--- config.mk ---
export PLATFORM = sky130hd
export DESIGN_NAME = midi_uart_rx
export DESIGN_NICKNAME = d
export VERILOG_FILES = /design/src/rtl/midi_uart_rx.sv
export SDC_FILE = /design/constraint.sdc
export NUM_CORES = 1
export LEC_CHECK = 0
export CAP_MARGIN = 40
export CELL_PAD_IN_SITES_DETAIL_PLACEMENT = 0
export CELL_PAD_IN_SITES_GLOBAL_PLACEMENT = 1
export CORE_ASPECT_RATIO = 1.1
export CORE_MARGIN = 2
export CORE_UTILIZATION = 40
export CTS_CLUSTER_DIAMETER = 200
export DETAILED_ROUTE_END_ITERATION = 7
export PLACE_DENSITY = 0.84
export SYNTH_ARGS = -nofsm -noshare
export SYNTH_HDL_FRONTEND = slang
export SYNTH_SLANG_ARGS = --single-unit
export TNS_END_PERCENT = 1
--- constraint.sdc ---
create_clock -name sys_clk -period 1.5 [get_ports sys_clk]
set_input_delay 0.3 -clock sys_clk [delete_from_list [all_inputs] [get_ports sys_clk]]
set_output_delay 0.3 -clock sys_clk [all_outputs]
set_load 0.005 [all_outputs]
--- src/rtl/midi_uart_rx.sv ---
// midi_uart_rx: 8N1 MIDI receiver with 3-sample majority voting and a valid/ready output stage.
// Define MIDI_RX_FIFO_EN to replace the single holding register with a FIFO_DEPTH-entry FIFO.
//
//   state    | meaning
//   ---------+-------------------------------------------------
//   ST_IDLE  | line idle, waiting for a falling edge on din_s
//   ST_START | qualifying the start bit at its centre
//   ST_DATA  | sampling 8 data bits, LSB first
//   ST_STOP  | sampling the stop bit
//   ST_BREAK | stop bit was low; waiting for the line to return high
module midi_uart_rx #(
    parameter int CLK_HZ     = 48000000,
    parameter int BAUD       = 31250,
    parameter int FIFO_DEPTH = 4
) (
    input  logic       sys_clk,
    input  logic       rst,
    input  logic       MIDI_DIN,
    output logic [7:0] rx_data,
    output logic       rx_valid,
    input  logic       rx_ready,
    output logic       frame_err,
    output logic       overrun
);

    localparam int CLKS_PER_BIT = CLK_HZ / BAUD;
    localparam int CNT_W        = $clog2(CLKS_PER_BIT);
    localparam int MID          = CLKS_PER_BIT / 2;

    localparam logic [CNT_W-1:0] CNT_LAST   = CNT_W'(CLKS_PER_BIT - 1);
    localparam logic [CNT_W-1:0] CNT_MID_M1 = CNT_W'(MID - 1);
    localparam logic [CNT_W-1:0] CNT_MID    = CNT_W'(MID);
    localparam logic [CNT_W-1:0] CNT_MID_P1 = CNT_W'(MID + 1);

    typedef enum logic [2:0] {
        ST_IDLE,
        ST_START,
        ST_DATA,
        ST_STOP,
        ST_BREAK
    } state_t;

    state_t           state;
    state_t           state_nxt;

    logic             din_m;
    logic             din_s;
    logic             din_prev;
    logic             din_fall;

    logic [CNT_W-1:0] bit_cnt;
    logic             samp_a;
    logic             samp_b;
    logic             vote;
    logic             vote_tick;

    logic [2:0]       bit_idx;
    logic [7:0]       shift;

    logic             shift_en;
    logic             byte_done;
    logic             stop_bad;

    // Reset-to-1 on the whole chain keeps a reset from looking like a start edge.
    always_ff @(posedge sys_clk) begin
        if (rst) begin
            din_m    <= 1'b1;
            din_s    <= 1'b1;
            din_prev <= 1'b1;
        end else begin
            din_m    <= MIDI_DIN;
            din_s    <= din_m;
            din_prev <= din_s;
        end
    end

    assign din_fall = din_prev & ~din_s;

    always_ff @(posedge sys_clk) begin
        if (rst) begin
            bit_cnt <= '0;
            samp_a  <= 1'b1;
            samp_b  <= 1'b1;
        end else begin
            if (state == ST_IDLE || state == ST_BREAK) begin
                bit_cnt <= '0;
            end else if (bit_cnt == CNT_LAST) begin
                bit_cnt <= '0;
            end else begin
                bit_cnt <= bit_cnt + CNT_W'(1);
            end
            if (bit_cnt == CNT_MID_M1) samp_a <= din_s;
            if (bit_cnt == CNT_MID)    samp_b <= din_s;
        end
    end

    assign vote      = (samp_a & samp_b) | (samp_a & din_s) | (samp_b & din_s);
    assign vote_tick = (bit_cnt == CNT_MID_P1);

    always_ff @(posedge sys_clk) begin
        if (rst) state <= ST_IDLE;
        else     state <= state_nxt;
    end

    always_comb begin
        state_nxt = state;
        unique case (state)
            ST_IDLE:  if (din_fall)  state_nxt = ST_START;
            ST_START: if (vote_tick) state_nxt = vote ? ST_IDLE : ST_DATA;
            ST_DATA:  if (vote_tick && bit_idx == 3'd7) state_nxt = ST_STOP;
            ST_STOP:  if (vote_tick) state_nxt = vote ? ST_IDLE : ST_BREAK;
            ST_BREAK: if (din_s)     state_nxt = ST_IDLE;
            default:                 state_nxt = ST_IDLE;
        endcase
    end

    always_comb begin
        shift_en  = 1'b0;
        byte_done = 1'b0;
        stop_bad  = 1'b0;
        unique case (state)
            ST_DATA: shift_en = vote_tick;
            ST_STOP: begin
                byte_done = vote_tick & vote;
                stop_bad  = vote_tick & ~vote;
            end
            default: ;
        endcase
    end

    always_ff @(posedge sys_clk) begin
        if (rst) begin
            bit_idx   <= '0;
            shift     <= '0;
            frame_err <= 1'b0;
        end else begin
            if (state == ST_START) begin
                bit_idx <= '0;
            end else if (shift_en) begin
                bit_idx <= bit_idx + 3'd1;
            end
            if (shift_en) shift <= {vote, shift[7:1]};
            frame_err <= stop_bad;
        end
    end

`ifdef MIDI_RX_FIFO_EN
    localparam int PTR_W = (FIFO_DEPTH > 1) ? $clog2(FIFO_DEPTH) : 1;
    localparam logic [PTR_W:0] DEPTH_C = FIFO_DEPTH[PTR_W:0];

    logic [7:0]       mem [FIFO_DEPTH];
    logic [PTR_W-1:0] wr_ptr;
    logic [PTR_W-1:0] rd_ptr;
    logic [PTR_W:0]   count;
    logic             fifo_full;
    logic             pop;
    logic             push;

    assign fifo_full = (count == DEPTH_C);
    assign pop       = (count != '0) & rx_ready;
    // A pop in the same cycle frees the slot the completing byte needs.
    assign push      = byte_done & (~fifo_full | pop);

    always_ff @(posedge sys_clk) begin
        if (push) mem[wr_ptr] <= shift;
    end

    always_ff @(posedge sys_clk) begin
        if (rst) begin
            wr_ptr  <= '0;
            rd_ptr  <= '0;
            count   <= '0;
            overrun <= 1'b0;
        end else begin
            overrun <= byte_done & fifo_full & ~pop;
            if (push) wr_ptr <= wr_ptr + PTR_W'(1);
            if (pop)  rd_ptr <= rd_ptr + PTR_W'(1);
            unique case ({push, pop})
                2'b10:   count <= count + {{PTR_W{1'b0}}, 1'b1};
                2'b01:   count <= count - {{PTR_W{1'b0}}, 1'b1};
                default: ;
            endcase
        end
    end

    assign rx_valid = (count != '0);
    assign rx_data  = rx_valid ? mem[rd_ptr] : 8'h00;
`else
    logic [7:0] hold;
    logic       hold_v;
    logic       pop;
    logic       push;

    assign pop  = hold_v & rx_ready;
    assign push = byte_done & (~hold_v | rx_ready);

    always_ff @(posedge sys_clk) begin
        if (rst) begin
            hold    <= '0;
            hold_v  <= 1'b0;
            overrun <= 1'b0;
        end else begin
            overrun <= byte_done & hold_v & ~rx_ready;
            if (push) begin
                hold   <= shift;
                hold_v <= 1'b1;
            end else if (pop) begin
                hold_v <= 1'b0;
            end
        end
    end

    assign rx_valid = hold_v;
    assign rx_data  = hold;
`endif

endmodule

## Word-level counts from Yosys, hierarchy flattened

Index checks and enable logic that the tools add are counted.

- Bitwise operators: 18
- Mux-type cells: 12
- Equality and inequality tests: 14
- Add/sub/neg operators: 2
- Reduce and logical (&&, ||, !) cells: 8

Operator list:

| cell | count |
|---|---|
| $eq A11 B10 Y1 const B | 3 |
| $mux W3 | 6 |
| $pmux W3 S5 | 1 |
| $add A11 B1 Y11 const B | 1 |
| $eq A11 B11 Y1 const B | 1 |
| $and A1 B1 Y1 | 10 |
| $ne A2 B2 Y1 const B | 5 |
| $eq A3 B2 Y1 const B | 2 |
| $eq A3 B3 Y1 const B | 2 |
| $not A1 Y1 | 5 |
| $reduce_and A5 Y1 | 1 |
| $mux W1 | 4 |
| $reduce_or A2 Y1 | 2 |
| $add A3 B1 Y3 const B | 1 |
| $eq A3 B1 Y1 const B | 1 |
| $logic_not A3 Y1 | 1 |
| $or A1 B1 Y1 | 3 |
| $reduce_or A3 Y1 | 1 |
| $mux W2 | 1 |
| $reduce_bool A2 Y1 | 1 |
| $logic_and A1 B1 Y1 | 1 |
| $logic_or A1 B1 Y1 | 1 |

- Flip-flop bits (word level): 41
- Input port bits: 4
- Word-level logic and storage cells: 67
- Output and inout port bits: 11

## Longest topological paths before layout

Gate-level depths: netlist (run 1).

- Depth in word-level cells: 7
- Depth in mapped cells: 7
- Mapped depth without buffers: 6

## Worst setup path after synthesis (run 1)

OpenSTA, ideal clock, no wires.

- Kind: register to register
- Start point: reg bit_cnt[0]
- End point: reg state[0]
- Slack: 0.012 ns
- Data required time: 1.397 ns
- Arrival time: 1.385 ns
- Setup time: 0.103 ns
- Stages on the path, launching flop included: 6
- Path buffers: 0
- Period minus slack after synthesis: 1.488 ns
- Cell sequence: dfxtp_1 > ha_1 > and4b_1 > and4_4 > a221oi_2 > a2111oi_2

- Cells in the longest elaborated chain, start to end: 4
- Elaborated cells on any way between the ends: 6
- Classes of those cells: eq/ne (4); reduce/logical (2)

Ends and longest elaborated chain:

| what | line | text |
|---|---|---|
| start, declared | 51 | `logic [CNT_W-1:0] bit_cnt;` |
| start signal, assigned | 90 | `bit_cnt <= bit_cnt + CNT_W'(1);` |
| $eq A11 B10 Y1 * | 98 | `assign vote_tick = (bit_cnt == CNT_MID_P1);` |
| $logic_and A1 B1 Y1 | 110 | `ST_DATA: if (vote_tick && bit_idx == 3'd7) state_nxt = ST_STOP;` |
| $ne A2 B2 Y1 (no line) | - |  |
| $reduce_and A5 Y1 (no line) * | - |  |
| end signal, assigned | 102 | `else state <= state_nxt;` |
| end, declared | 43 | `state_t state;` |

Mark *: on every way between the ends. The rest lies on a longest branch, timed or not.
A chain may end at the register's enable or synchronous reset.

## Worst setup path after layout (run 1)

- Start point: reg bit_cnt[1]
- End point: reg hold[2], in the netlist rx_data[2]

- Cells in the longest elaborated chain, start to end: 4

Ends and longest elaborated chain:

| what | line | text |
|---|---|---|
| $eq A11 B10 Y1 | 98 |  |
| $and A1 B1 Y1 | 124 | `byte_done = vote_tick & vote;` |
| $mux W1 | 121 | `unique case (state)` |
| $and A1 B1 Y1 | 195 | `assign push = byte_done & (~hold_v \| rx_ready);` |
| end signal, assigned | 205 | `hold <= shift;` |
| end, declared | 189 | `logic [7:0] hold;` |

No other way between the ends.

==> results of run 1 <==
## registers in the layout, indices dropped and copies added (netlist names)
signal and count:
samp_a 1, rx_valid 1, shift 8, state 3, din_s 1, overrun 1
bit_idx 3, din_m 1, bit_cnt 11, rx_data 8, din_prev 1, samp_b 1
frame_err 1
## cell families (layout without fill, tap and decap cells)
| family | Yosys count | count (layout) | share of synthesized area |
|---|---|---|---|
| compound gates | 5 | 5 | 0.0295 |
| flops | 41 | 41 | 0.461 |
| xor+xnor | 10 | 10 | 0.0492 |
| simple gates | 82 | 82 | 0.263 |
| mux | 21 | 21 | 0.118 |
| buf+inv | 14 | 55 | 0.0393 |
| fa+ha+maj | 6 | 6 | 0.0407 |
## worst register-to-register path: stages (launching register included)
cell     delay (ns)
dfxtp_2        0.33
inv_2          0.07
ha_4           0.11
and4b_2        0.26
and3_4         0.22
nand4_4        0.21
mux2i_1        0.18
## through the flow
| step | hold slack, ns | setup slack, ns | area [um2] |
|---|---|---|---|
| 4_1_cts | 0.426 | -0.0212 | 2300 |
| 3_3_place_gp | 0.392 | -0.0269 | 2150 |
| 2_1_floorplan | 0.389 | 0.0115 | 1780 |
| 3_5_place_dp | 0.405 | -0.0863 | 2150 |
| 6_report | 0.420 | 0.00642 | 2340 |
| 5_1_grt | 0.443 | -0.0765 | 2340 |
## layer usage
| layer | global-route usage | wire, um |
|---|---|---|
| met1 | 0.163 | 1450 |
| met2 | 0.257 | 1690 |
| met3 | 0.0454 | 85 |
| met4 | 0.0748 | 74 |
| met5 | 0 | 0 |
## where the power goes
group          switching, mW  internal, mW  leakage (nW)
Sequential           0.00588          1.09         0.333
Combinational         0.0288        0.0352         0.602
Clock                  0.391         0.541        0.0574
## cells in the mapped netlist
cell type / count
a2111oi_2: 1
a211o_1: 1
a221oi_2: 1
a31oi_1: 1
and3_1: 2
and3_2: 2
and4_4: 1
and4b_1: 2
buf_2: 2
buf_4: 2
buf_6: 1
clkbuf_1: 2
dfxtp_1: 41
ha_1: 5
inv_1: 7
maj3_1: 1
mux2i_1: 21
nand2_1: 4
nand2b_1: 18
nand3_1: 8
nand4_1: 4
nand4_4: 1
nor2_1: 26
nor2b_1: 1
nor3_1: 5
nor3b_1: 1
nor4_1: 4
nor4_4: 1
o21bai_1: 1
or2_2: 2
xnor2_1: 6
xor2_1: 4
## layout make-up
type                            count  area [um2]
Sequential cell                    41         826
Multi-Input combinational cell    124         945
Clock inverter                      2        37.5
Tap cell                           54        67.6
Timing Repair Buffer               40         360
Inverter                            7        26.3
Fill cell                         392        1940
Clock buffer                        6        82.6
## worst max path at each step
stage,start,slack [ns],to,cells past startpoint
6_report,bit_cnt[1],0.006,rx_data[2],6
3_5_place_dp,bit_cnt[1],-0.09,rx_data[2],6
4_1_cts,bit_cnt[1],-0.02,rx_data[2],6
5_1_grt,bit_cnt[1],-0.08,rx_data[2],6
3_3_place_gp,bit_cnt[1],-0.03,rx_data[5],6
2_1_floorplan,bit_cnt[0],0.01,state[0],5
## what timing repair did
action	CTS	global route
setup buffers	1	1
pin swaps	1	4
endpoints found under the setup margin	12	23
gates cloned	0	0
resized for setup	8	8
==> metrics.txt, run 1 <==
Hold Vio Cnt, Final=0; Worst R2R Path Depth=6; leak pwr=0.993 nW; CTS Sinks=41; Worst Hold End=din_s; first-pass GRT wire length=5.53 mm; Post-Route Utilization=0.547; Post-DP HPWL=2.33 mm; IO Pins=15; setup tns final=0 ns; Hold-fix buffers, CTS=0; non-filler cells in the finished layout=274; Crit Path Max Fanout=8; Synth Instances=179; gp weighted congestion=0.729; Worst VDD drop=0.514 mV; Worst setup EP type=register; Reg clk slew, reported paths=0.08 ns; # rows=25; DRT Wirelength=3.29 mm; status=finished clean; Hold Crit Depth=1; Syn Std Cell Area=1780 um2; Vias/cell=4.73; Initial DRC Count=30; n_diodes=0; die boundary height=74.0 um; YS warnings=0; highest clock rate=670 MHz; syn_nets=188; fin. max-slew vios=0; All-Layer GR Usage=0.149; DIE WIDTH=67.6 um; synthesis-to-finish area growth=31.6%; CTS tree=built; post-synth cell types=32; Reg2Reg Capture Point=rx_data[2]; commonest non-fill, non-tap cell in the layout=dfxtp_1; largest area contributor in the netlist=dfxtp_1; Starting Density=0.416; Hold Path Class=reg2reg; CP Launch Type=register; share of layout cells above drive strength 1=0.259; commonest cells after routing, fill and taps aside=37 x dfxtp_1, 25 x nor2_1, 24 x buf_4; top cells by area in the synthesized netlist=dfxtp_1 46%, mux2i_1 12%, nand2b_1 6.3%; fin crit share=0.996; initial antenna violation count=0; endpoints failing setup=0; Cell Chain, Critical Path=inv_2 -> ha_4 -> and4b_2 -> and3_4 -> nand4_4 -> mux2i_1; Slew @ Worst Pin=0.338 ns; hold wc startpoint=din_m; largest net degree at the start of global routing=32; core area=4290 um2; CTS max path bufs=2; Crit path max-delay family=simple AND/OR/NAND/NOR gates; root buf cell=clkbuf_8; slowest stage cell, crit path=dfxtp_2; crit path DAT=1.67 ns; Slew Limit Headroom=0.775; vias in the first global route=1269; min Tclk post-route=1.49 ns; Routed WL per cell=12.0 um; slowest stage delay, CP=0.33 ns; total die area=5000 um2; GRT overflow=0; skew final=0.00776 ns; Port Buf Inserts=14; synthesized flop and latch total=41; post-synth top area share=0.461; H-Tree Depth=2; PwrDens=894 nW/um2; # DRC=0; DR vias=1296; buffers plus inverters on the worst setup path=1; Final Net Count=228; total power=2.10 mW; Synth Area per Inst=9.95 um2; Max-cap violations=0; Antenna Violating Nets Remaining=0; drt pass-1 iters=3; placed cell count=264; Crit path required time=1.68 ns; R2R Path Start=bit_cnt[1]; CP Class=reg2reg; Inserted Clock Buffers=5; worst-skew pair later-pin latency=0.30 ns; Seq/Total Area, Yosys=0.461; RSZ-0062 raised after global routing=true; R2R setup slack=0.006 ns
No activity file was read; power rests on OpenSTA's default activity.
==> run 2, diff against run 1 <==
--- a/config.mk
+++ b/config.mk
@@ -10,10 +10,10 @@
 export CELL_PAD_IN_SITES_GLOBAL_PLACEMENT = 1
 export CORE_ASPECT_RATIO = 1.1
 export CORE_MARGIN = 2
-export CORE_UTILIZATION = 40
+export CORE_UTILIZATION = 47
 export CTS_CLUSTER_DIAMETER = 200
 export DETAILED_ROUTE_END_ITERATION = 7
-export PLACE_DENSITY = 0.84
+export PLACE_DENSITY = 0.92
 export SYNTH_ARGS = -nofsm -noshare
 export SYNTH_HDL_FRONTEND = slang
 export SYNTH_SLANG_ARGS = --single-unit
==> constraint.sdc (replaced) <==
create_clock -name sys_clk -period 1.9 [get_ports sys_clk]
set_input_delay 0.38 -clock sys_clk [delete_from_list [all_inputs] [get_ports sys_clk]]
set_output_delay 0.38 -clock sys_clk [all_outputs]
set_load 0.005 [all_outputs]
==> run 2 against run 1 <==
Net effect:
- hold slack improved by 0.0080 ns
- core utilization increased by 5.4 points
- register-to-register slack gained 0.29 ns
- non-clock buffer count shrank 12
- combinational power shrank 30%
- global-route usage is 2.1 points higher
- clock skew is 0.00084 ns higher
- cell count decreased by 5.8%
- design area is 7.0% lower
- routed wire length is 2.0% lower
- clock-buffer cell count fell by 1
- total power shrank 17%
- critical endpoint is now state[0]
==> metrics.txt, run 2 (synthesis gave the netlist of run 1 again) <==
share of layout cells above drive strength 1=0.149 (-0.110); Max-cap violations=0 (unchanged); status=finished clean; crit path DAT=1.80 ns (+0.13 ns); gp weighted congestion=0.834 (+14%); Top reg by flops=bit_cnt; Cell Chain, Critical Path=inv_1 -> ha_1 -> and4b_1 -> and4_4 -> a221oi_2 -> a2111oi_2; largest net degree at the start of global routing=18 (-44%); H-Tree Depth=2 (unchanged); PwrDens=795 nW/um2 (-11%); Post-DP HPWL=2.41 mm (+3.5%); fin crit share=0.847 (-0.149); Multi-input gate area=891 um2 (-5.7%); Reg2Reg Capture Point=state[0]; Port Buf Inserts=14 (unchanged); highest clock rate=622 MHz (-7.1%); Hold Path Class=reg2reg; total die area=4300 um2 (-14%); Antenna Violating Nets Remaining=0 (unchanged); slowest stage delay, CP=0.34 ns (about the same); # rows=23 (-8.0%); fin. max-slew vios=0 (unchanged); All-Layer GR Usage=0.170 (+0.0210); vias in the first global route=1273 (+0.32%); CTS Sinks=41 (unchanged); Initial DRC Count=42 (+40%); die boundary height=68.6 um (-7.3%); drt pass-1 iters=4 (+1); R2R setup slack=0.29 ns (+0.29 ns); CTS max path bufs=2 (unchanged); Slew Limit Headroom=0.741 (-0.0335); Worst VDD drop=0.478 mV (-6.9%); n_diodes=0 (unchanged); R2R Path Start=bit_cnt[1]; Crit Path Max Fanout=5 (-3); commonest non-fill, non-tap cell in the layout=dfxtp_1; Post-Route Utilization=0.601 (+0.0540); Hold Crit Depth=1 (unchanged); Vias/cell=5.09 (+7.6%); slowest stage cell, crit path=dfxtp_1; leak pwr=0.932 nW (-6.2%); Reg area=821 um2 (-0.61%); CP Launch Type=register; initial antenna violation count=0 (unchanged); setup tns final=0 ns (unchanged); CTS tree=built; worst-skew pair later-pin latency=0.30 ns (about the same); DIE WIDTH=62.7 um (-7.3%); IO Pins=15 (unchanged); RSZ-0062 raised after global routing=false; Final Net Count=216 (-5.3%); min Tclk post-route=1.61 ns (+0.115 ns); skew final=0.00860 ns (+0.000837 ns); Fill cells=318 (-19%); # DRC=0 (unchanged); Largest register FFs=11 (unchanged); GRT overflow=0 (unchanged); Starting Density=0.491 (+0.0756); Slew @ Worst Pin=0.385 ns (+0.0467 ns); Crit path required time=2.09 ns (+0.41 ns); Worst setup EP type=register; synthesis-to-finish area growth=22.3%; Worst Hold End=din_s; Routed WL per cell=12.5 um (+4.1%); first-pass GRT wire length=5.62 mm (+1.6%); commonest cells after routing, fill and taps aside=41 x dfxtp_1, 26 x nor2_1, 21 x mux2i_1; CP Class=reg2reg; endpoints failing setup=0 (unchanged); Reg clk slew, reported paths=0.08 ns (about the same); Inserted Clock Buffers=5 (unchanged); hold wc startpoint=din_m; DR vias=1313 (+1.3%); DRT Wirelength=3.23 mm (-2.0%); root buf cell=clkbuf_8; Hold Vio Cnt, Final=0 (unchanged); Worst R2R Path Depth=6 (unchanged); core area=3630 um2 (-15%)
run 2: layer usage:
| metal | GRT usage | part of all wire | up-vias |
|---|---|---|---|
| met4 | 0.0833 | 0.023 | 0 |
| met3 | 0.0406 | 0.033 | 8 |
| met2 | 0.319 | 0.51 | 25 |
| met1 | 0.183 | 0.43 | 616 |
| met5 | 0 | 0 | - |
| li1 | - | - | 664 |
run 2: final cells by class:
cell class,count,area share
Clock buffer,5,0.0316
Clock inverter,3,0.0299
Inverter,7,0.0121
Multi-Input combinational cell,124,0.409
Sequential cell,41,0.377
Tap cell,50,0.0287
Timing Repair Buffer,28,0.113
run 2: repair_timing:
action,CTS,global route
setup buffers,0,2
endpoints found under the setup margin,0,6
hold endpoints to repair,0,0
resized for setup,0,0
hold buffers,0,0
run 2: critical path: cells and delay by family (launching register included):
| family | cells | cell delay [ns] |
|---|---|---|
| flip-flops | 1 | 0.34 |
| AND/OR/NAND/NOR | 2 | 0.55 |
| adder cells (fa/ha/maj) | 1 | 0.13 |
| AO/OA/AOI/OAI | 2 | 0.41 |
| buffers and inverters | 1 | 0.08 |
run 2: worst max-delay path by stage:
stage | endpoint | slack [ns] | cells past startpoint | from
final | state[0] | 0.29 | 6 | bit_cnt[1]
after global routing | bit_cnt[9] | 0.18 | 6 | bit_cnt[0]
after CTS | shift[2] | 0.09 | 6 | bit_cnt[1]
after detailed placement | shift[2] | 0.09 | 6 | bit_cnt[1]
after global placement | shift[3] | 0.17 | 6 | bit_cnt[1]
after floorplan | state[0] | 0.41 | 5 | bit_cnt[0]
run 2: report_power, final:
group | switching (mW) | internal (mW) | leakage (nW)
clock | 0.300 | 0.522 | 0.0681
sequential | 0.00251 | 0.863 | 0.331
combinational | 0.0227 | 0.0224 | 0.532
total | 0.325 | 1.41 | 0.932
run 2: through the flow:
| step | power (mW) | setup WS [ns] | std cells | hold slack (ns) | instance area (um2) |
|---|---|---|---|---|---|
| after floorplan | 0.914 | 0.412 | 179 | 0.389 | 1780 |
| after global placement | 0.929 | 0.168 | 248 | 0.401 | 2030 |
| after detailed placement | 0.931 | 0.0924 | 248 | 0.403 | 2030 |
| after CTS | 1.75 | 0.0870 | 256 | 0.434 | 2160 |
| after global routing | 1.79 | 0.175 | 258 | 0.458 | 2180 |
| final | 1.73 | 0.292 | 258 | 0.428 | 2180 |
==> run 3, diff against run 2 <==
--- a/config.mk
+++ b/config.mk
@@ -10,10 +10,10 @@
 export CELL_PAD_IN_SITES_GLOBAL_PLACEMENT = 1
 export CORE_ASPECT_RATIO = 1.1
 export CORE_MARGIN = 2
-export CORE_UTILIZATION = 47
+export CORE_UTILIZATION = 44
 export CTS_CLUSTER_DIAMETER = 200
 export DETAILED_ROUTE_END_ITERATION = 7
-export PLACE_DENSITY = 0.92
+export PLACE_DENSITY = 0.87
 export SYNTH_ARGS = -nofsm -noshare
 export SYNTH_HDL_FRONTEND = slang
 export SYNTH_SLANG_ARGS = --single-unit
==> constraint.sdc (replaced) <==
create_clock -name sys_clk -period 1.5 [get_ports sys_clk]
set_input_delay 0.3 -clock sys_clk [delete_from_list [all_inputs] [get_ports sys_clk]]
set_output_delay 0.3 -clock sys_clk [all_outputs]
set_load 0.005 [all_outputs]
==> run 3 against run 2 <==
Net effect:
- flip-flop and latch count unchanged
- the flow now finishes with violations (setup timing)
- largest cell class unchanged
- register-to-register slack worse by 0.31 ns
- global-route usage about the same
- setup slack worse by 0.31 ns
- clock skew decreased by 0.0040 ns
- core utilization shrank 2.3 points
- total power grew 11%
==> metrics.txt, run 3 (synthesis gave the netlist of run 1 again) <==
Seq pwr share=0.569 (+0.069); worst slack, placed=-0.123 ns (-0.216 ns); final setup margin=-0.0210 ns (-0.313 ns); placed cell count=260 (+4.8%); commonest non-fill, non-tap cell in the layout=dfxtp_1; status=finished, violations left; total power=1.93 mW (+11%); clock power share=0.398 (-0.076); CTS Sinks=41 (unchanged); Cell Chain, Critical Path=inv_2 -> ha_4 -> and4b_2 -> and3_4 -> nand4_4 -> mux2i_1; Crit path required time=1.67 ns (-0.42 ns); Largest register FFs=11 (unchanged); Net Sw Power=0.388 mW (+20%); Slew @ Worst Pin=0.304 ns (-0.0805 ns); GRT overflow=0 (unchanged); Port Buf Inserts=14 (unchanged); Crit Path Max Fanout=8 (+3); skew final=0.00457 ns (-0.00403 ns); Hold Path Class=reg2reg; Antenna Violating Nets Remaining=0 (unchanged); H-Tree Depth=2 (unchanged); CP Launch Type=register; slowest stage cell, crit path=dfxtp_2; die boundary height=70.7 um (+3.2%); fin. max-slew vios=0 (unchanged); IO Pins=15 (unchanged); # DRC=0 (unchanged); n_diodes=0 (unchanged); CTS max path bufs=2 (unchanged); slowest stage delay, CP=0.33 ns (about the same); CP Class=reg2reg; commonest cells after routing, fill and taps aside=39 x dfxtp_1, 25 x nor2_1, 22 x buf_4; share of layout cells above drive strength 1=0.226 (+0.0768); Top reg by flops=bit_cnt; worst-skew pair later-pin latency=0.29 ns (about the same); DIE WIDTH=64.7 um (+3.1%); Fill cells=349 (+9.7%); total die area=4580 um2 (+6.4%); Vias/cell=4.98 (-2.1%); Worst setup EP type=register; initial antenna violation count=0 (unchanged); drt pass-1 iters=4 (unchanged); Hold Vio Cnt, Final=0 (unchanged); DR vias=1340 (+2.1%); root buf cell=clkbuf_8; switching fraction of total power=0.201 (+0.0136); # rows=24 (+4.3%); Reg clk slew, reported paths=0.07 ns (about the same); Combinational Power Share=0.033 (+0.007); Routed WL per cell=12.5 um (+0.28%); vias in the first global route=1363 (+7.1%); core area=3930 um2 (+8.5%); highest clock rate=657 MHz (+5.7%); hold_ws=0.418 ns (-0.00951 ns); DRT Wirelength=3.37 mm (+4.6%); Slew Limit Headroom=0.795 (+0.0542); PwrDens=849 nW/um2 (+6.9%); largest net degree at the start of global routing=17 (-1); Final Net Count=225 (+4.2%); Max-cap violations=0 (unchanged); endpoints failing setup=7 (+7); Starting Density=0.453 (-0.0384); failing checks=setup timing; crit path DAT=1.69 ns (-0.11 ns); first-pass GRT wire length=6.02 mm (+7.1%); gp weighted congestion=0.860 (+3.2%); All-Layer GR Usage=0.169 (-0.000381); synthesis-to-finish area growth=27.5%; Pint=1.54 mW (+9.6%); min Tclk post-route=1.52 ns (-0.0874 ns); CTS tree=built; Initial DRC Count=51 (+21%); Post-DP HPWL=2.53 mm (+4.8%); buffers plus inverters on the worst setup path=1 (unchanged); leak pwr=0.974 nW (+4.6%); Worst VDD drop=0.409 mV (-14%); non-filler cells in the finished layout=269 (+4.3%); Inserted Clock Buffers=5 (unchanged); fin crit share=1.01 (+0.167); RSZ-0062 raised after global routing=true; Crit path max-delay family=simple AND/OR/NAND/NOR gates
[run 3: cell types whose count changed in the layout (fill, tap and decap cells not counted), sizes merged]
cell	change
buf	+9
clkbuf	+2
bufinv	-2
[run 3: path summary, 6_finish.rpt]
check / from / to / slack, ns / depth (start not counted)
max: bit_cnt[1] / rx_data[1] / -0.02 / 6
min: din_m / din_s / 0.42 / 1
max reg2reg: bit_cnt[1] / rx_data[1] / -0.02 / 6
min reg2reg: din_m / din_s / 0.42 / 1
[run 3: power groups by stage]
stage                     clock, mW  sequential, mW  combinational [mW]
final                         0.769            1.10              0.0635
after floorplan                   0            1.12              0.0344
after CTS                     0.796            1.10              0.0622
after global placement            0            1.12              0.0599
after global routing          0.845            1.10              0.0705
after detailed placement          0            1.12              0.0619
[run 3: worst register-to-register path, stage by stage, from the launching register on]
cell     delay [ns]
dfxtp_2        0.33
inv_2          0.07
ha_4           0.11
and4b_2        0.27
and3_4         0.22
nand4_4        0.22
mux2i_1        0.19
[run 3: timing repair]
item                                    CTS  global route
pin swaps                                 2             0
endpoints found under the setup margin   18            22
hold buffers                              0             0
setup buffers                             1             0
gates cloned                              0             0
endpoints found under the hold margin     0             0
gates resized for setup                   5             7
[run 3: metal layers]
| metal | up-vias | GRT usage | part of all wire |
|---|---|---|---|
| li1 | 686 | - | - |
| met3 | 9 | 0.0525 | 0.028 |
| met5 | - | 0 | 0 |
| met1 | 626 | 0.184 | 0.43 |
| met2 | 19 | 0.306 | 0.52 |
| met4 | 0 | 0.0638 | 0.023 |
[run 3: area by class of cell]
type | count | area (um2) | area share
inverters | 7 | 26.3 | 0.0116
repair buffers | 37 | 325 | 0.143
multi-input cells | 124 | 931 | 0.410
clock buffers | 7 | 96.3 | 0.0424
flip-flops and latches | 41 | 823 | 0.362
clock inverters | 1 | 5.00 | 0.00220
well taps | 52 | 65.1 | 0.0286
[run 3: per-stage QoR]
stage	area [um2]	util	setup TNS, ns
3_3_place_gp	2120	0.539	-0.186
2_1_floorplan	1780	-	0
3_5_place_dp	2120	0.539	-0.879
4_1_cts	2240	0.569	-0.266
5_1_grt	2270	0.578	-1.27
6_report	2270	0.578	-0.0523
==> variant 1, RTL diff (flow settings as in run 3) <==
Encoding of `state_t`: now one-hot (5 bits for 5 states).
--- a/src/rtl/midi_uart_rx.sv
+++ b/src/rtl/midi_uart_rx.sv
@@ -34,8 +34,8 @@
 
-    typedef enum logic [2:0] {
-        ST_IDLE,
-        ST_START,
-        ST_DATA,
-        ST_STOP,
-        ST_BREAK
+    typedef enum logic [4:0] {
+        ST_IDLE  = 5'b00001,
+        ST_START = 5'b00010,
+        ST_DATA  = 5'b00100,
+        ST_STOP  = 5'b01000,
+        ST_BREAK = 5'b10000
     } state_t;
Formal check against the unedited RTL: no difference found for any inputs over 10 cycles, from zero or initial values and one cycle with rst high; not proved beyond that.
==> variant 1 against run 3 <==
The flow still finishes with violations (negative setup slack); fmax fell by 12%; core utilization is 3.4 points higher; design area rose by 7.4%; die area up 3.9%; setup slack got worse by 0.21 ns; sequential cell count up 2; wire length up 18%; area after synthesis grew 4.1%; critical path type unchanged.
Power is not compared: it rests on default switching activity, and its combinational part moved more than twofold at a synthesized area within 25%.
==> variant 1: results (changes against run 3) <==
Worst R2R Path Depth 6 (unchanged); Worst Hold Class flop to flop (unchanged); Worst-path clk slew 0.09 ns (was 0.07 ns); routability congestion estimate 0.826 (was 0.860); Multi-Input Combinational 141 (was 124); NonClk Buf Share 17.3% (was 14.3%); hold path depth 1 (unchanged); Yosys cell types 34 (was 32); PortBufs 14 (unchanged); status complete, but fails checks (unchanged); Int Pwr 1.76 mW; Setup Viol. Count Final 22 (was 7); post-synth net total 207 (was 188); largest net degree at the start of global routing 26 (was 17); global-route wire length before repair 6700 um (was 6020 um); number of non-clock buffers 49 (was 37); hpwl dp 2800 um (was 2530 um); CTS HTree Levels 2 (unchanged); GR Util All Layers 18.4% (was 16.9%); via-per-instance ratio 5.05 (was 4.98); sequential-to-total area share from yosys stat 46.4% (was 46.1%); drt wl/cell 13.4 um (was 12.5 um); VDD IR max 573 uV; Clock Tree Buf Depth 2 (unchanged); First DRT Iteration DRCs 47 (was 51); vias in the first global route 1493 (was 1363); Num CTS Buffers 5 (unchanged); fill count 359 (was 349); Critical R2R Launch bit_cnt[6]$_SDFF_PP0_ (was bit_cnt[1]$_SDFF_PP0_); # clock sinks 43 (was 41); multi-input gate share of total cell area 39.6% (was 41.0%); # Post-CTS Setup Buffers 0 (was 1); top area cells in the synthesized netlist dfxtp_1 (46%), mux2i_1 (13%), nor2_1 (8.1%) (was dfxtp_1 (46%), mux2i_1 (12%), nand2b_1 (6.3%)); share of layout cells above drive strength 1 25.1% (was 22.6%); Clock Network Area Fraction 4.05% (was 4.46%); FF/Latch Area 865 um2 (was 823 um2); clock skew 0.00556 ns (was 0.00457 ns); nets@finish 255 (was 225); Die Wd 65.9 um (was 64.7 um); setup TNS -3.66 ns (was -0.0523 ns); Leak 0.973 nW; worst-margin pin slew 0.303 ns (was 0.304 ns); clock buf count 6 (was 7); post-route setup slack -0.234 ns (was -0.0210 ns); CP max FO 3 (was 8); Reg-to-Reg End rx_data[0]$_SDFFE_PP0P_ (was rx_data[1]$_SDFFE_PP0P_); failing checks negative setup slack (unchanged); inverters 6 (was 7); number of antenna violations at the first check in global routing 0 (unchanged); top cells by count, synth dfxtp_1 (43), nor2_1 (40), mux2i_1 (24) (was dfxtp_1 (41), nor2_1 (26), mux2i_1 (21)); placed inst area 0.00230 mm2 (was 0.00212 mm2); Top reg by flops bit_cnt (unchanged); Crit path arrival time 1.91 ns (was 1.69 ns); Worst Hold Path EP din_s$_SDFF_PP1_ (unchanged)
==> variant 1: cell count changes in the layout (fill, tap and decap cells not counted), moves of 3 or more <==
cell      delta
nand2_1     +11
nor2_1      +13
nand2b_1    -16
a21oi_1      +3
mux2i_1      +3
buf_4       +10
==> variant 1: per-layer routing <==
layer	vias up	part of all wire, %	global-route usage, %
met5	-	0	0
met3	4	2.0	4.19
li1	766	-	-
met4	0	1.1	6.94
met1	720	45	21.5
met2	19	52	32.7
==> variant 1: repair_timing <==
item,CTS,global route
pin swaps,2,5
setup endpoints to repair,25,38
resized for setup,4,9
gates cloned,0,0
==> variant 1: power groups by stage <==
stage	Combinational [mW]	Clock, mW	Sequential, mW
4_1_cts	0.406	0.807	1.22
6_report	0.411	0.785	1.22
3_3_place_gp	0.391	0	1.24
3_5_place_dp	0.395	0	1.25
5_1_grt	0.460	0.855	1.23
2_1_floorplan	0.237	0	1.23
==> variant 1: worst max-delay path by stage <==
stage | cells past startpoint | slack, ns | end | startpoint
floorplan | 6 | -0.02 | rx_data[2]$_SDFFE_PP0P_ | bit_cnt[6]$_SDFF_PP0_
global placement | 6 | -0.18 | rx_data[3]$_SDFFE_PP0P_ | bit_cnt[6]$_SDFF_PP0_
detailed placement | 6 | -0.23 | rx_data[3]$_SDFFE_PP0P_ | bit_cnt[7]$_SDFF_PP0_
CTS | 6 | -0.25 | rx_data[7]$_SDFFE_PP0P_ | bit_cnt[6]$_SDFF_PP0_
global route | 6 | -0.36 | rx_data[7]$_SDFFE_PP0P_ | bit_cnt[6]$_SDFF_PP0_
finish | 6 | -0.23 | rx_data[0]$_SDFFE_PP0P_ | bit_cnt[6]$_SDFF_PP0_
==> variant 1: critical path: stages, from the launching register on <==
cell,delay [ns]
dfxtp_2,0.35
nor4_4,0.30
nand4_1,0.22
and4bb_1,0.37
buf_4,0.15
mux2i_1,0.19
nor2_1,0.05
==> variant 1: cells by family after synthesis <==
family                     after synthesis  share of synthesized area, %
and+or+nand+nor                         90                          24.1
DFF                                     43                          46.4
muxes                                   24                          12.9
buffers and inverters                   14                          3.64
xor gates and xnor gates                11                          5.19
AOI/OAI and AO/OA                       10                          3.78
adders and majority gates                6                          3.91
==> variant 1: metrics by stage <==
| stage | total power, mW | cells | hold slack [ns] |
|---|---|---|---|
| 4_1_cts | 2.44 | 299 | 0.423 |
| 3_5_place_dp | 1.64 | 291 | 0.398 |
| 5_1_grt | 2.54 | 299 | 0.433 |
| 3_3_place_gp | 1.64 | 291 | 0.401 |
| 6_report | 2.42 | 299 | 0.421 |
| 2_1_floorplan | 1.47 | 198 | 0.389 |
==> variant 2, RTL diff (settings of run 3) <==
Made on the original files. Build with the macro `MIDI_RX_FIFO_EN` defined.
--- a/src/rtl/midi_uart_rx.sv
+++ b/src/rtl/midi_uart_rx.sv
@@ -10,2 +10,4 @@
 //   ST_BREAK | stop bit was low; waiting for the line to return high
+`define MIDI_RX_FIFO_EN
+
 module midi_uart_rx #(
Function: no difference found for any inputs over 10 cycles, from zero or initial values and one cycle with rst high; that may be too few to reach the edited logic, so the function may still have changed.
==> variant 2 against run 3 <==
The flow still finishes with violations (negative setup slack); highest routed layer unchanged; sequential cell count is 32 higher; design area is 75% higher; synthesized cell count is 36% higher; power grew to 2.7 times the old value; setup slack worse by 0.76 ns; wire length is 65% higher; count of clock-buffer cells in the layout is 2 higher; sequential power is 97% higher; critical path type unchanged; worst hold slack worse by 0.0073 ns; die area is 67% higher; area after synthesis is 72% higher; global-route usage is 1.2 points lower.
==> variant 2: results (changes against run 3) <==
Slew HR 80.9% (was 79.5%); drt wl/cell 14.3 um (was 12.5 um); status complete, but fails checks (unchanged); fill count 534 (was 349); Crit path arrival time 2.51 ns (was 1.69 ns); nets@finish 317 (was 225); CTS HTree Levels 3 (was 2); First DRT Iteration DRCs 155 (was 51); Clock Tree Buf Depth 2 (unchanged); top cells by count, synth dfxtp_1 (41), nor2_1 (34), edfxtp_1 (32) (was dfxtp_1 (41), nor2_1 (26), mux2i_1 (21)); global-route wire length before repair 9390 um (was 6020 um); post-route setup slack -0.777 ns (was -0.0210 ns); share of flip-flops with an asynchronous set or reset 0% (unchanged); post-synth net total 258 (was 188); clk root buf clkbuf_8 (unchanged); Worst Hold Class flop to flop (unchanged); top area cells in the synthesized netlist edfxtp_1 (31%), dfxtp_1 (27%), mux4_2 (5.9%) (was dfxtp_1 (46%), mux2i_1 (12%), nand2b_1 (6.3%)); Top Registers mem (32), bit_cnt (11), shift (8); largest net degree at the start of global routing 22 (was 17); warnings from Yosys 0 (unchanged); GR Util All Layers 15.7% (was 16.9%); failing checks negative setup slack (unchanged); CP max FO 2 (was 8); clock latency on the worst-skew pair 0.35 ns (was 0.29 ns); DRC 0 (unchanged); Setup Viol. Count Final 66 (was 7); vias 1958 (was 1340); sequential-to-total area share from yosys stat 58.1% (was 46.1%); Worst-path clk slew 0.08 ns; hpwl dp 3850 um (was 2530 um); # diodes 0 (unchanged); Yosys cell types 46 (was 32); Leak 1.57 nW (was 0.974 nW); clock skew 0.0100 ns (was 0.00457 ns); placed inst area 0.00364 mm2 (was 0.00212 mm2); PortBufs 14 (unchanged); EDFF count, synth 32 (was 0); routability congestion estimate 0.854 (was 0.860); Num CTS Buffers 9 (was 5); share of layout cells above drive strength 1 35.1% (was 22.6%); DR pass1 iterations 4 (unchanged); VDD IR max 915 uV (was 409 uV); number of antenna violations at the first check in global routing 0 (unchanged); Sw Ratio 22.9% (was 20.1%)
[variant 2: through the flow]
step                      instances  worst slack [ns]  setup TNS (ns)  hold WS [ns]  power [mW]
after floorplan                 244            -0.836          -29.39         0.389        2.72
after global placement          374            -0.769          -38.54         0.393        3.19
after detailed placement        374            -0.848          -42.46         0.394        3.20
after CTS                       390            -0.778          -35.77         0.413        5.22
after global routing            390            -0.923          -41.20         0.430        5.42
final                           390            -0.777          -34.70         0.411        5.19
[variant 2: cells by family (layout without fill, tap and decap cells)]
| group | after synthesis | after routing | synth area share, % |
|---|---|---|---|
| muxes | 26 | 26 | 11.9 |
| and+or+nand+nor | 91 | 91 | 16.5 |
| DFF | 73 | 73 | 58.1 |
| AOI/OAI and AO/OA | 12 | 12 | 2.89 |
| adders and majority gates | 11 | 11 | 4.65 |
| xor gates and xnor gates | 12 | 12 | 3.42 |
| buffers and inverters | 19 | 83 | 2.61 |
[variant 2: final timing paths]
kind                          from               endpoint  slack, ns  cells past startpoint
max          bit_cnt[5]$_SDFF_PP0_  count[2]$_SDFFE_PP0P_      -0.78                      9
min               din_m$_SDFF_PP1_       din_s$_SDFF_PP1_       0.41                      1
max reg2reg  bit_cnt[5]$_SDFF_PP0_  count[2]$_SDFFE_PP0P_      -0.78                      9
min reg2reg       din_m$_SDFF_PP1_       din_s$_SDFF_PP1_       0.41                      1
[variant 2: layout make-up]
type,instances,area (um2),share of cell area [%]
repair buffers,57,487,12.2
clock inverters,7,143,3.58
inverters,10,37.5,0.941
multi-input cells,152,1310,32.8
well taps,82,103,2.57
clock buffers,9,124,3.11
flip-flops and latches,73,1790,44.8
[variant 2: repair_timing]
item	4_1_cts	5_1_grt
resized for setup	35	22
endpoints found under the setup margin	74	78
buffers inserted	0	0
cloned	0	0
pin swaps	24	10
[variant 2: per-layer routing]
layer | part of all wire, % | wire, um | GRT usage (%)
met1 | 43 | 2380 | 18.9
met2 | 53 | 2950 | 26.9
met3 | 2.9 | 160 | 3.82
met4 | 1.4 | 77 | 6.59
met5 | 0 | 0 | 0
[variant 2: worst max-delay path: stages (launching register included)]
cell and delay [ns]:
dfxtp_1 0.31, or4bb_4 0.56, nor4_4 0.26, nand3_1 0.13, nand2_1 0.10, fa_1 0.16, inv_1 0.06, a311oi_2 0.18
a31oi_1 0.08, mux2_1 0.32
[variant 2: power groups by stage]
stage	sequential (mW)	clock, mW	combinational, mW
finish	2.17	2.02	1.01
global route	2.18	2.13	1.10
CTS	2.17	2.06	0.989
detailed placement	2.21	0	0.993
global placement	2.21	0	0.975
floorplan	2.19	0	0.529
